==> src/rtl/ltc_counter.sv <==
// 48-bit local time counter with read-snapshot / write-load task handshake
// for the register block's LTC task register.
module ltc_counter #(
  parameter int unsigned  P_INC       = 1,
  parameter logic [47:0]  P_RESET_VAL = 48'h0
) (
  input  logic        clk,
  input  logic        rst_n,
  input  logic        ltc_en,
  input  logic        ltc_rd_req,
  output logic        ltc_rd_ack,
  output logic [47:0] ltc_rd_data,
  input  logic        ltc_wr_req,
  output logic        ltc_wr_ack,
  input  logic [47:0] ltc_wr_data,
  output logic [47:0] ltc_count,
  output logic        ltc_wrap
);

  typedef enum logic [1:0] {
    IDLE,
    RD_WAIT,
    WR_WAIT
  } state_t;

  localparam logic [48:0] INC49 = 49'(P_INC);

  state_t      state, state_nxt;
  logic [48:0] sum;
  logic [47:0] count_nxt;
  logic [47:0] rd_data_nxt;
  logic        rd_ack_nxt;
  logic        wr_ack_nxt;
  logic        wrap_nxt;

  assign sum = {1'b0, ltc_count} + INC49;

  always_comb begin
    state_nxt   = state;
    rd_ack_nxt  = 1'b0;
    wr_ack_nxt  = 1'b0;
    rd_data_nxt = ltc_rd_data;
    count_nxt   = ltc_en ? sum[47:0] : ltc_count;
    wrap_nxt    = ltc_en & sum[48];

    unique case (state)
      IDLE: begin
        if (ltc_rd_req) begin
          // Snapshot is the pre-increment value; the counter keeps running.
          rd_data_nxt = ltc_count;
          rd_ack_nxt  = 1'b1;
          state_nxt   = RD_WAIT;
        end else if (ltc_wr_req) begin
          // Load wins over the increment, so no wrap can be flagged here.
          count_nxt  = ltc_wr_data;
          wrap_nxt   = 1'b0;
          wr_ack_nxt = 1'b1;
          state_nxt  = WR_WAIT;
        end
      end
      RD_WAIT: begin
        if (!ltc_rd_req) state_nxt = IDLE;
      end
      WR_WAIT: begin
        if (!ltc_wr_req) state_nxt = IDLE;
      end
      default: state_nxt = IDLE;
    endcase
  end

  always_ff @(posedge clk or negedge rst_n) begin
    if (!rst_n) begin
      state       <= IDLE;
      ltc_count   <= P_RESET_VAL;
      ltc_rd_data <= '0;
      ltc_rd_ack  <= 1'b0;
      ltc_wr_ack  <= 1'b0;
      ltc_wrap    <= 1'b0;
    end else begin
      state       <= state_nxt;
      ltc_count   <= count_nxt;
      ltc_rd_data <= rd_data_nxt;
      ltc_rd_ack  <= rd_ack_nxt;
      ltc_wr_ack  <= wr_ack_nxt;
      ltc_wrap    <= wrap_nxt;
    end
  end

endmodule

==> config.mk <==
export PLATFORM = sky130hd
export DESIGN_NAME = ltc_counter
export DESIGN_NICKNAME = d
export VERILOG_FILES = /design/src/rtl/ltc_counter.sv
export SDC_FILE = /design/constraint.sdc
export NUM_CORES = 1
export LEC_CHECK = 0
export ABC_AREA = 1
export BUFFER_PORTS_ARGS = -buffer_cell sky130_fd_sc_hd__buf_2
export CAP_MARGIN = 20
export CORE_UTILIZATION = 47
export CTS_CLUSTER_SIZE = 28
export DETAILED_ROUTE_END_ITERATION = 7
export PLACE_DENSITY = 0.8
export SLEW_MARGIN = 25
export SYNTH_ARGS = -nofsm -noshare
export SYNTH_HDL_FRONTEND = slang
export SYNTH_SLANG_ARGS = --single-unit
==> constraint.sdc <==
create_clock -name clk -period 1.55 [get_ports clk]
set_input_delay 0.2325 -clock clk [delete_from_list [all_inputs] [get_ports clk]]
set_output_delay 0.2325 -clock clk [all_outputs]
set_load 0.01 [all_outputs]
=== After elaboration in Yosys (flattened, before gate mapping) ===
Index checks and enable logic that the tools add are counted.

* Flip-flop bits (word level): 101
* Input port bits: 53

* Add/sub/neg operators: 1
* Equality and inequality tests: 5
* Muxes and demuxes: 17
* Bitwise logic cells: 1
* Reductions and logical operators: 3

{| class="wikitable"
|+ Operator list
! kind !! count
|-
| 48-bit two-way mux || 4
|-
| 48-bit by 1-bit adder with 49-bit output (second input constant) || 1
|-
| 1-bit two-way mux || 8
|-
| 2-bit two-way mux || 4
|-
| 2-bit one-hot mux with 3 select lines || 1
|-
| 2-bit != test (second input constant) || 2
|-
| 3-bit != test (second input constant) || 1
|-
| 3-bit AND reduction || 1
|-
| 2-bit by 1-bit == test with 1-bit output (second input constant) || 1
|-
| 2-bit == test (second input constant) || 1
|-
| 2-bit logical NOT || 1
|-
| 2-bit AND reduction || 1
|-
| 1-bit AND || 1
|}

=== Depth between registers and ports, before layout ===
Gate-level depths: netlist of the first run.

* Depth after elaboration: 5
* Depth in mapped cells: 12
* Gate-level depth less buffers: 12

=== Least setup slack after synthesis of the first run ===
OpenSTA, ideal clock, no wires.

* Path type: register to register
* From: reg ltc_count[0]
* To: reg ltc_count[40]
* Library setup time: 0.113 ns
* Arrival time: 1.514 ns
* Data required time: 1.437 ns
* Path slack: -0.077 ns
* Cell stages (with the launch flop): 13
* Path buffers: 0
* Clock period less this slack: 1.627 ns
* Path through: dfrtp_1 -> ha_1 -> nand2_2 -> nor2_4 -> nand2_4 -> nor2_4 -> nand2_2 -> nor2_4 -> nand2_2 -> nand2_1 -> nand3_1 -> nand2_1 -> inv_1

* Word-level cells in the longest chain between the ends: 5

{| class="wikitable"
|+ RTL lines
! what !! RTL line !! source
|-
| start, declared || 16 || <nowiki>output logic [47:0] ltc_count,</nowiki>
|-
| start signal, assigned || 81 || <nowiki>ltc_count <= count_nxt;</nowiki>
|-
| 48-bit by 1-bit adder with 49-bit output (*) || 36 || <nowiki>assign sum = {1'b0, ltc_count} + INC49;</nowiki>
|-
| 48-bit two-way mux (*) || 43 || <nowiki>count_nxt = ltc_en ? sum[47:0] : ltc_count;</nowiki>
|-
| 48-bit two-way mux || 53 || <nowiki>end else if (ltc_wr_req) begin</nowiki>
|-
| 48-bit two-way mux || 48 || <nowiki>if (ltc_rd_req) begin</nowiki>
|-
| 48-bit two-way mux (*) || 46 || <nowiki>unique case (state)</nowiki>
|-
| named net count_nxt[40] || 30 || <nowiki>logic [47:0] count_nxt;</nowiki>
|}

The timed path passes the listed nets; every way through them passes the cells marked *.
A chain may end at the register's enable or synchronous reset.

=== Worst setup path in the final report of the first run ===
* From: reg ltc_count[1]
* To: reg ltc_count[32]

Same word-level chain as after synthesis.

==> flow_summary.ini, run 1 <==
[pwr]
ir_drop_v = 0.000602
p_per_area_nw_per_um2 = 1280
p_total_w = 0.00910
p_leak_nw = 3.70

[synth]
ys_seq_elements = 101
netlist.area_leader.share_pct = 49.1
ys_types = 29
synthArstFlopShare_pct = 100
syn-mean-instance-area_um2 = 7.73
yosys-top-cells-area = dfrtp_1 49%, nand2_1 15%, nor2_1 5.9%
yosys-top-cells-count = 212 x nand2_1, 101 x dfrtp_1, 81 x nor2_1, 59 x inv_1, 51 x o21ai_0
ys_seq_area_share_pct = 49.1
yosysMostFrequentCell = nand2_1
synth_edf_count = 0
ys.flop_type = dfrtp_1
synth_warnings = 0
synthesis.area_um2 = 5150
yosysTopAreaCell = dfrtp_1
syn_inst = 666
syn_nets = 720

[grt]
grt_start_max_net_pins = 50
grt_remaining_overflow = 0
grt_pass1_vias = 5029
met1_usage_pct = 39.2
grt_pass1_wl_um = 25200
grt_use_met3_pct = 5.17
track_usage_pct = 28.8
antenna_found_initial = 0
busiest_layer = met2
met2_usage_pct = 46.2

[detailed_routing]
wire_per_inst_um = 15.9
drc = 0
num_vias = 5405
ant_nets = 0
drt-total-wl_um = 16400
firstDrtPassIters = 6
via_per_inst = 5.23
first_iter_violations = 392

[finish]
multiInputGateArea_um2 = 2510
area.sequential_um2 = 2540
drive_above_1_share_pct = 36.2
fillers = 890
finalNetCount = 948
layout-area-overhead-vs-synth_pct = 38.1
diodes = 0

[clocking]
clk_latency_ns = 0.38
cts_root_buffer = clkbuf_8
htree_levels = 3
cts_buffers = 9
numClockSinks = 101
clock_tree.buffer_depth = 2
cts.clk_slew.worst_paths_ns = 0.09
tritoncts = yes

[setup_path]
crit_required_ns = 1.85
cp-end-kind = flop
cp.arrival_ns = 2.01
critPathLaunchType = flop
critPathKind = flop to flop
cp_max_fo = 4

[sta]
slew-limit-headroom_pct = 71.0
worstMarginPinSlew_ns = 0.431
setup_ws_ns = -0.163
min_period_over_period_pct = 111
hold_violations = 0
fin_crit_ns = 1.71
maxSlewViolCount = 0
fin_worst_skew_ns = 0.0110
finalSetupViolCount = 19
max_clock_freq_ghz = 0.584
grt_setup_unrepaired = true

[placement]
io_buffer_count = 151
place.gp.congestion = 0.959
place_ws_ns = -0.169
dpl.hpwl_um = 11900

[floorplan]
dieArea_um2 = 11400
dieWidth_um = 107
coreArea_um2 = 10500
core.rowCount = 37
initial_core_util_pct = 49.2
io_pins = 152
dieHeight_um = 107

[flow_run]
maxCapViolCount = 0

[outcome]
violations = negative setup slack
status = complete, but fails checks

[worst_hold_path]
hold_path.class = input port to flop
[critical path, cell delays in order, from the launching register on]
cell,delay [ns]
dfrtp_1,0.41
ha_4,0.17
nand2_4,0.06
nor2_4,0.11
nand2_4,0.10
nor3_1,0.36
nand3_1,0.15
nand2_1,0.09
nand2_1,0.05
a21oi_1,0.13
[layer usage]
metal  share of wire [%]  up-vias
li1                    -     2557
met1                  43     2552
met2                  47      255
met3                 7.5       41
met4                 3.1        0
met5                   0        -
[worst paths after layout]
kind / from / endpoint / slack (ns) / cells past startpoint
min reg2reg: state[0]$_DFFE_PN0P_ / state[1]$_DFFE_PN0P_ / 0.45 / 1
min in group asynchronous: rst_n / ltc_rd_data[5]$_DFFE_PN0P_ / 0.29 / 2
max reg2reg: ltc_count[1]$_DFF_PN0_ / ltc_count[32]$_DFF_PN0_ / -0.16 / 9
min: ltc_wr_data[37] / ltc_count[37]$_DFF_PN0_ / 0.06 / 3
max in group asynchronous: rst_n / ltc_count[27]$_DFF_PN0_ / 0.70 / 3
max: ltc_count[1]$_DFF_PN0_ / ltc_count[32]$_DFF_PN0_ / -0.16 / 9
[sequential cells by signal, indices dropped and copies added, names as in the netlist]
register and flops:
ltc_rd_data 48, ltc_wr_ack 1, ltc_rd_ack 1, ltc_count 48, ltc_wrap 1, state 2
[cells in the final DEF (no fill, tap or decap), types with 8 or more instances in the layout]
master,count
a21oi_1,28
nand3_1,28
nand4_1,13
nand2_1,202
dfrtp_2,8
nand2_2,13
nor2_4,12
buf_2,150
clkbuf_8,10
dfrtp_1,93
nor2_1,62
inv_1,59
xor2_1,21
buf_4,74
nor2_2,19
o21ai_0,46
[what timing repair did]
item,CTS,global route
hold buffers,1,0
pin swaps,6,14
resized for setup,17,54
gates cloned,0,0
buffers inserted,7,13
hold endpoints to repair,21,0
endpoints found under the setup margin,29,38
[power by group]
group	total (W)	internal, W	switching [W]
sequential	0.00383	0.00328	0.000552
clock	0.00173	0.000785	0.000945
combinational	0.00354	0.00150	0.00204
total	0.00910	0.00556	0.00354
[cell families after synthesis]
group,after synthesis,synth area share (%)
DFF,101,49.1
and+or+nand+nor,379,32.8
AOI/OAI and AO/OA,82,8.02
adders and majority gates,1,0.243
xor gates and xnor gates,24,4.08
buffers and inverters,79,5.78
[stage by stage]
step	cells	area (um2)	util, %	hold slack (ns)	setup TNS [ns]
after floorplan	666	5150	-	-0.0631	-0.0474
after global placement	999	6530	62.4	0.157	-0.466
after detailed placement	999	6530	62.4	0.162	-1.19
after CTS	1022	6870	65.6	0.0456	-0.0253
after global routing	1034	7110	68.0	0.0568	-4.03
final	1034	7110	68.0	0.0550	-0.832
[area by class of cell]
cell class,count,share of cell area [%]
clock buffer,10,1.93
clock inverter,5,0.827
inverter,61,3.29
multi-input combinational,486,35.3
sequential,101,35.7
tap,136,2.39
timing repair buffer,235,20.6
Note: power is estimated with default switching activity, not from simulation.
==> run 2, diff against run 1 <==
- CORE_MARGIN: not set -> 5
==> flow_summary.ini, run 2 (synthesis gave the netlist of run 1 again) <==
[setup_path]
critPathLaunchType = flop
cp-end-kind = flop
reg2reg_slack_ns = -0.18
cp.arrival_ns = 1.99
reg2reg_from = ltc_count[0]$_DFF_PN0_
rr_worst_depth = 10
cp_max_fo = 5
critPathKind = flop to flop
worstReg2RegEnd = ltc_count[42]$_DFF_PN0_
crit_required_ns = 1.81

[floorplan]
dieHeight_um = 115
initial_core_util_pct = 47.7
dieArea_um2 = 13200
coreArea_um2 = 10800
dieWidth_um = 115
core.rowCount = 38
io_pins = 152

[grt]
track_usage_pct = 24.8
grt_start_max_net_pins = 49
grt_pass1_wl_um = 25800
antenna_found_initial = 1
grt_pass1_vias = 5181
grt_remaining_overflow = 0

[worst_hold_path]
hold_end = ltc_count[0]$_DFF_PN0_
holdPathStages = 3
min_from = ltc_wr_data[0]
hold_path.class = input port to flop

[outcome]
violations = negative setup slack
status = complete, but fails checks

[sta]
hold_violations = 0
worstMarginPinSlew_ns = 0.444
setup_ws_ns = -0.180
maxSlewViolCount = 0
fin_crit_ns = 1.73
finalSetupTns_ns = -2.79
min_period_over_period_pct = 112
grt_setup_unrepaired = true
slew-limit-headroom_pct = 70.4
hold_ws_ns = 0.0712
max_clock_freq_ghz = 0.578
finalSetupViolCount = 38
fin_worst_skew_ns = 0.0268

[finish]
postLayoutCoreUtil_pct = 67.4
layout_commonest_cell = nand2_1
reg_top3 = ltc_count x48, ltc_rd_data x48, state x2
final_cell_mix = 205 x nand2_1, 149 x buf_2, 93 x dfrtp_1, 73 x buf_4, 67 x nor2_1
finalNetCount = 955
drive_above_1_share_pct = 37.1
layout-area-overhead-vs-synth_pct = 41.2

[clocking]
htree_levels = 3
cts_buffers = 9
cts.clk_slew.worst_paths_ns = 0.11
clock_tree.buffer_depth = 2
numClockSinks = 101
tritoncts = yes
cts_root_buffer = clkbuf_8
clk_latency_ns = 0.37

[pwr]
clkPwrFrac_pct = 18.1
ir_drop_v = 0.000660
switchingPower_w = 0.00361
p_total_w = 0.00914
pwr-share-seq_pct = 41.9
internal-power_w = 0.00553
p_leak_nw = 3.78
switching_share_pct = 39.5
combPwrFrac_pct = 40.1
p_per_area_nw_per_um2 = 1260

[detailed_routing]
drt-total-wl_um = 16700
drc = 0
wire_per_inst_um = 15.9
via_per_inst = 5.12
first_iter_violations = 511
num_vias = 5365
ant_nets = 0
firstDrtPassIters = 5

[placement]
io_buffer_count = 151
place.gp.congestion = 0.965
dpl.hpwl_um = 12500

[flow_run]
maxCapViolCount = 0
-- run 2: changes by cell type in the layout (fill, tap and decap cells not counted), sizes merged --
cell,change
buf,+7
inv,+2
bufinv,-1
clkinv,+1
clkinvlp,-1
diode,+1
-- run 2: worst max-delay path, stage by stage (launching register included) --
cell,delay [ns]
dfrtp_2,0.42
ha_4,0.16
nand2_4,0.06
nor2_4,0.13
nand2_4,0.11
nor2_8,0.22
nand2_4,0.09
nor2_4,0.19
nand3_2,0.09
nand3_1,0.10
nand2_1,0.05
-- run 2: worst max path at each step --
| stage | start | end | slack, ns |
|---|---|---|---|
| 2_1_floorplan | ltc_count[1]$_DFF_PN0_ | ltc_count[40]$_DFF_PN0_ | -0.04 |
| 3_3_place_gp | ltc_count[1]$_DFF_PN0_ | ltc_count[46]$_DFF_PN0_ | -0.09 |
| 3_5_place_dp | ltc_count[1]$_DFF_PN0_ | ltc_count[28]$_DFF_PN0_ | -0.15 |
| 4_1_cts | ltc_count[1]$_DFF_PN0_ | ltc_count[40]$_DFF_PN0_ | -0.11 |
| 5_1_grt | ltc_count[1]$_DFF_PN0_ | ltc_count[42]$_DFF_PN0_ | -0.24 |
| 6_report | ltc_count[0]$_DFF_PN0_ | ltc_count[42]$_DFF_PN0_ | -0.18 |
-- run 2: routing by layer --
layer	up-vias	wire [um]	global-route usage, %
met4	0	453	8.76
met5	-	0	0
met3	31	1090	3.01
met2	231	7990	40.3
met1	2518	7150	34.3
li1	2585	-	-
-- run 2: cell type report --
| cell class | instances | area, um2 |
|---|---|---|
| Antenna cell | 1 | 2.50 |
| Clock buffer | 10 | 138 |
| Clock inverter | 6 | 53.8 |
| Fill cell | 854 | 3520 |
| Inverter | 61 | 229 |
| Multi-Input combinational cell | 486 | 2570 |
| Sequential cell | 101 | 2540 |
| Tap cell | 140 | 175 |
| Timing Repair Buffer | 242 | 1570 |
-- run 2: repair_timing --
action | in CTS | in global routing
gates resized for setup | 33 | 54
pin swaps | 11 | 36
hold buffers | 1 | 0
setup endpoints to repair | 26 | 41
setup buffers | 9 | 11
gates cloned | 0 | 0
endpoints found under the hold margin | 15 | 0
-- run 2: power by group through the flow --
stage	Clock, W	Combinational (W)	Sequential (W)
after floorplan	0	0.00124	0.00415
after global placement	0	0.00330	0.00381
after detailed placement	0	0.00335	0.00383
after CTS	0.00167	0.00346	0.00378
after global routing	0.00179	0.00404	0.00392
final	0.00165	0.00366	0.00383
-- run 2: metrics by stage --
stage / cell area (um2) / setup WS [ns] / cells
after floorplan: 5150 / -0.0393 / 666
after global placement: 6620 / -0.0943 / 1011
after detailed placement: 6620 / -0.153 / 1011
after CTS: 7020 / -0.111 / 1037
after global routing: 7270 / -0.245 / 1047
final: 7270 / -0.180 / 1047
==> run 3, diff against run 2 <==
- ABC_AREA: 1 -> not set
- CORE_UTILIZATION: 47 -> 46
- PLACE_DENSITY: 0.8 -> 0.79
==> flow_summary.ini, run 3 <==
[outcome]
status = complete, but fails checks
violations = negative setup slack

[clocking]
cts_root_buffer = clkbuf_8
cts.clk_slew.worst_paths_ns = 0.10
clk_latency_ns = 0.39
clock_tree.buffer_depth = 2
numClockSinks = 101
cts_buffers = 9
tritoncts = yes
htree_levels = 3

[synth]
synthesis.area_um2 = 4720
synthArstFlopShare_pct = 100
syn_inst = 436
ys_seq_area_share_pct = 53.6
netlist.area_leader.share_pct = 53.6
syn-mean-instance-area_um2 = 10.8
ys.flop_type = dfrtp_1
synth_warnings = 0
synth_edf_count = 0
yosysMostFrequentCell = dfrtp_1
yosys-top-cells-count = 101 x dfrtp_1, 55 x nand2_1, 48 x mux2_2, 37 x o21ai_0, 32 x xnor2_1
ys_seq_elements = 101
ys_types = 37
yosysTopAreaCell = dfrtp_1
syn_nets = 490
yosys-top-cells-area = dfrtp_1 54%, mux2_2 11%, xnor2_1 5.9%

[finish]
layout_commonest_cell = buf_2
final_cell_mix = 150 x buf_2, 99 x buf_4, 82 x dfrtp_1, 52 x nand2_1, 33 x o21ai_1
drive_above_1_share_pct = 62.3
finalNetCount = 779
final_area_um2 = 8070
postLayoutCoreUtil_pct = 79.2
reg_top3 = ltc_count x48, ltc_rd_data x48, state x2
layout-area-overhead-vs-synth_pct = 71.0

[pwr]
p_total_w = 0.00977
p_per_area_nw_per_um2 = 1210
ir_drop_v = 0.000770
p_leak_nw = 3.90

[setup_path]
cp.arrival_ns = 2.35
critPathKind = flop to flop
cp_max_fo = 3
crit_required_ns = 1.82
critPathBufInv = 1
slowest_delay_ns = 0.56
critPathLaunchType = flop
slowest_stage = or4_4
cp-end-kind = flop
path_cells = nand2_1, or4_4, or2_4, buf_4, o31ai_4, a31oi_1
cp_top_family = simple AND/OR/NAND/NOR gates

[detailed_routing]
via_per_inst = 5.97
num_vias = 5183
firstDrtPassIters = 6
drc = 0
ant_nets = 0
wire_per_inst_um = 22.8
drt-total-wl_um = 19800
first_iter_violations = 489

[placement]
io_buffer_count = 151
postPlaceCellArea_um2 = 6670
place_ws_ns = -0.451
place.gp.congestion = 0.832
dpl.hpwl_um = 10300

[floorplan]
dieArea_um2 = 12400
initial_core_util_pct = 46.3
io_pins = 152
coreArea_um2 = 10200
core.rowCount = 37
dieWidth_um = 111
dieHeight_um = 111

[sta]
max_clock_freq_ghz = 0.482
slew-limit-headroom_pct = 70.4
fin_crit_ns = 2.07
finalSetupViolCount = 44
hold_violations = 0
grt_setup_unrepaired = true
min_period_over_period_pct = 134
worstMarginPinSlew_ns = 0.443
finalSetupTns_ns = -12.19
setup_ws_ns = -0.524
maxSlewViolCount = 0
fin_worst_skew_ns = 0.0116

[grt]
grt_remaining_overflow = 0
antenna_found_initial = 2
grt_pass1_wl_um = 25400
grt_start_max_net_pins = 39
grt_pass1_vias = 5007
track_usage_pct = 25.3

[worst_hold_path]
hold_path.class = input port to flop

[flow_run]
maxCapViolCount = 0
run 3: worst paths after layout:
check / slack, ns / startpoint / cells past startpoint / end
worst max-delay path: -0.52 / ltc_count[4]$_DFF_PN0_ / 6 / ltc_count[45]$_DFF_PN0_
worst min-delay path: 0.04 / ltc_wr_data[21] / 3 / ltc_count[21]$_DFF_PN0_
worst max register to register: -0.52 / ltc_count[4]$_DFF_PN0_ / 6 / ltc_count[45]$_DFF_PN0_
worst min register to register: 0.51 / ltc_rd_data[24]$_DFFE_PN0P_ / 1 / ltc_rd_data[24]$_DFFE_PN0P_
max in group asynchronous: 0.65 / rst_n / 3 / ltc_count[32]$_DFF_PN0_
min in group asynchronous: 0.32 / rst_n / 2 / ltc_rd_data[20]$_DFFE_PN0P_
run 3: through the flow:
stage                     hold slack, ns  instances
after CTS                         0.0487        842
after global placement             0.184        803
after floorplan                  -0.0631        436
after global routing              0.0319        868
after detailed placement           0.193        803
final                             0.0435        868
run 3: cells by family (layout without fill, tap and decap cells):
logic type / Yosys count / in the layout / synth area share [%]
adder cells (fa/ha/maj): 1 / 1 / 0.265
XOR/XNOR: 41 / 41 / 7.61
other: 0 / 2 / 0
buffers and inverters: 29 / 323 / 2.39
AND/OR/NAND/NOR: 162 / 162 / 18.4
multiplexers: 49 / 49 / 11.7
flip-flops: 101 / 101 / 53.6
AO/OA/AOI/OAI: 53 / 53 / 6.13
run 3: layout make-up:
type | count | area, um2
flip-flops and latches | 101 | 2550
fillers | 534 | 2120
clock inverters | 6 | 63.8
inverters | 6 | 27.5
repair buffers | 301 | 2350
clock buffers | 10 | 128
well taps | 136 | 170
diodes | 2 | 5.00
multi-input cells | 306 | 2770
run 3: metal layers:
| layer | part of all wire, % | GRT usage, % | vias to the layer above |
|---|---|---|---|
| li1 | - | - | 2135 |
| met1 | 36 | 30.5 | 2525 |
| met2 | 48 | 42.6 | 395 |
| met3 | 9.5 | 5.68 | 128 |
| met4 | 6.3 | 12.5 | 0 |
| met5 | 0 | 0 | - |
run 3: power by group:
part	internal (W)	switching [W]	total, W
Combinational	0.00210	0.00202	0.00412
Sequential	0.00339	0.000528	0.00392
Clock	0.000745	0.000985	0.00173
Total	0.00624	0.00353	0.00977
run 3: timing repair:
action,4_1_cts,5_1_grt
hold buffers,1,0
endpoints found under the setup margin,40,78
gates resized for setup,64,96
hold endpoints to repair,27,0
cloned,2,9
setup buffers,22,17
pin swaps,32,46
run 3: tightest hold or removal path: cells and delay by family:
kind / cells / cell delay (ns)
compound gates: 1 / 0.06
buf+inv: 1 / 0.07
simple gates: 1 / 0.04
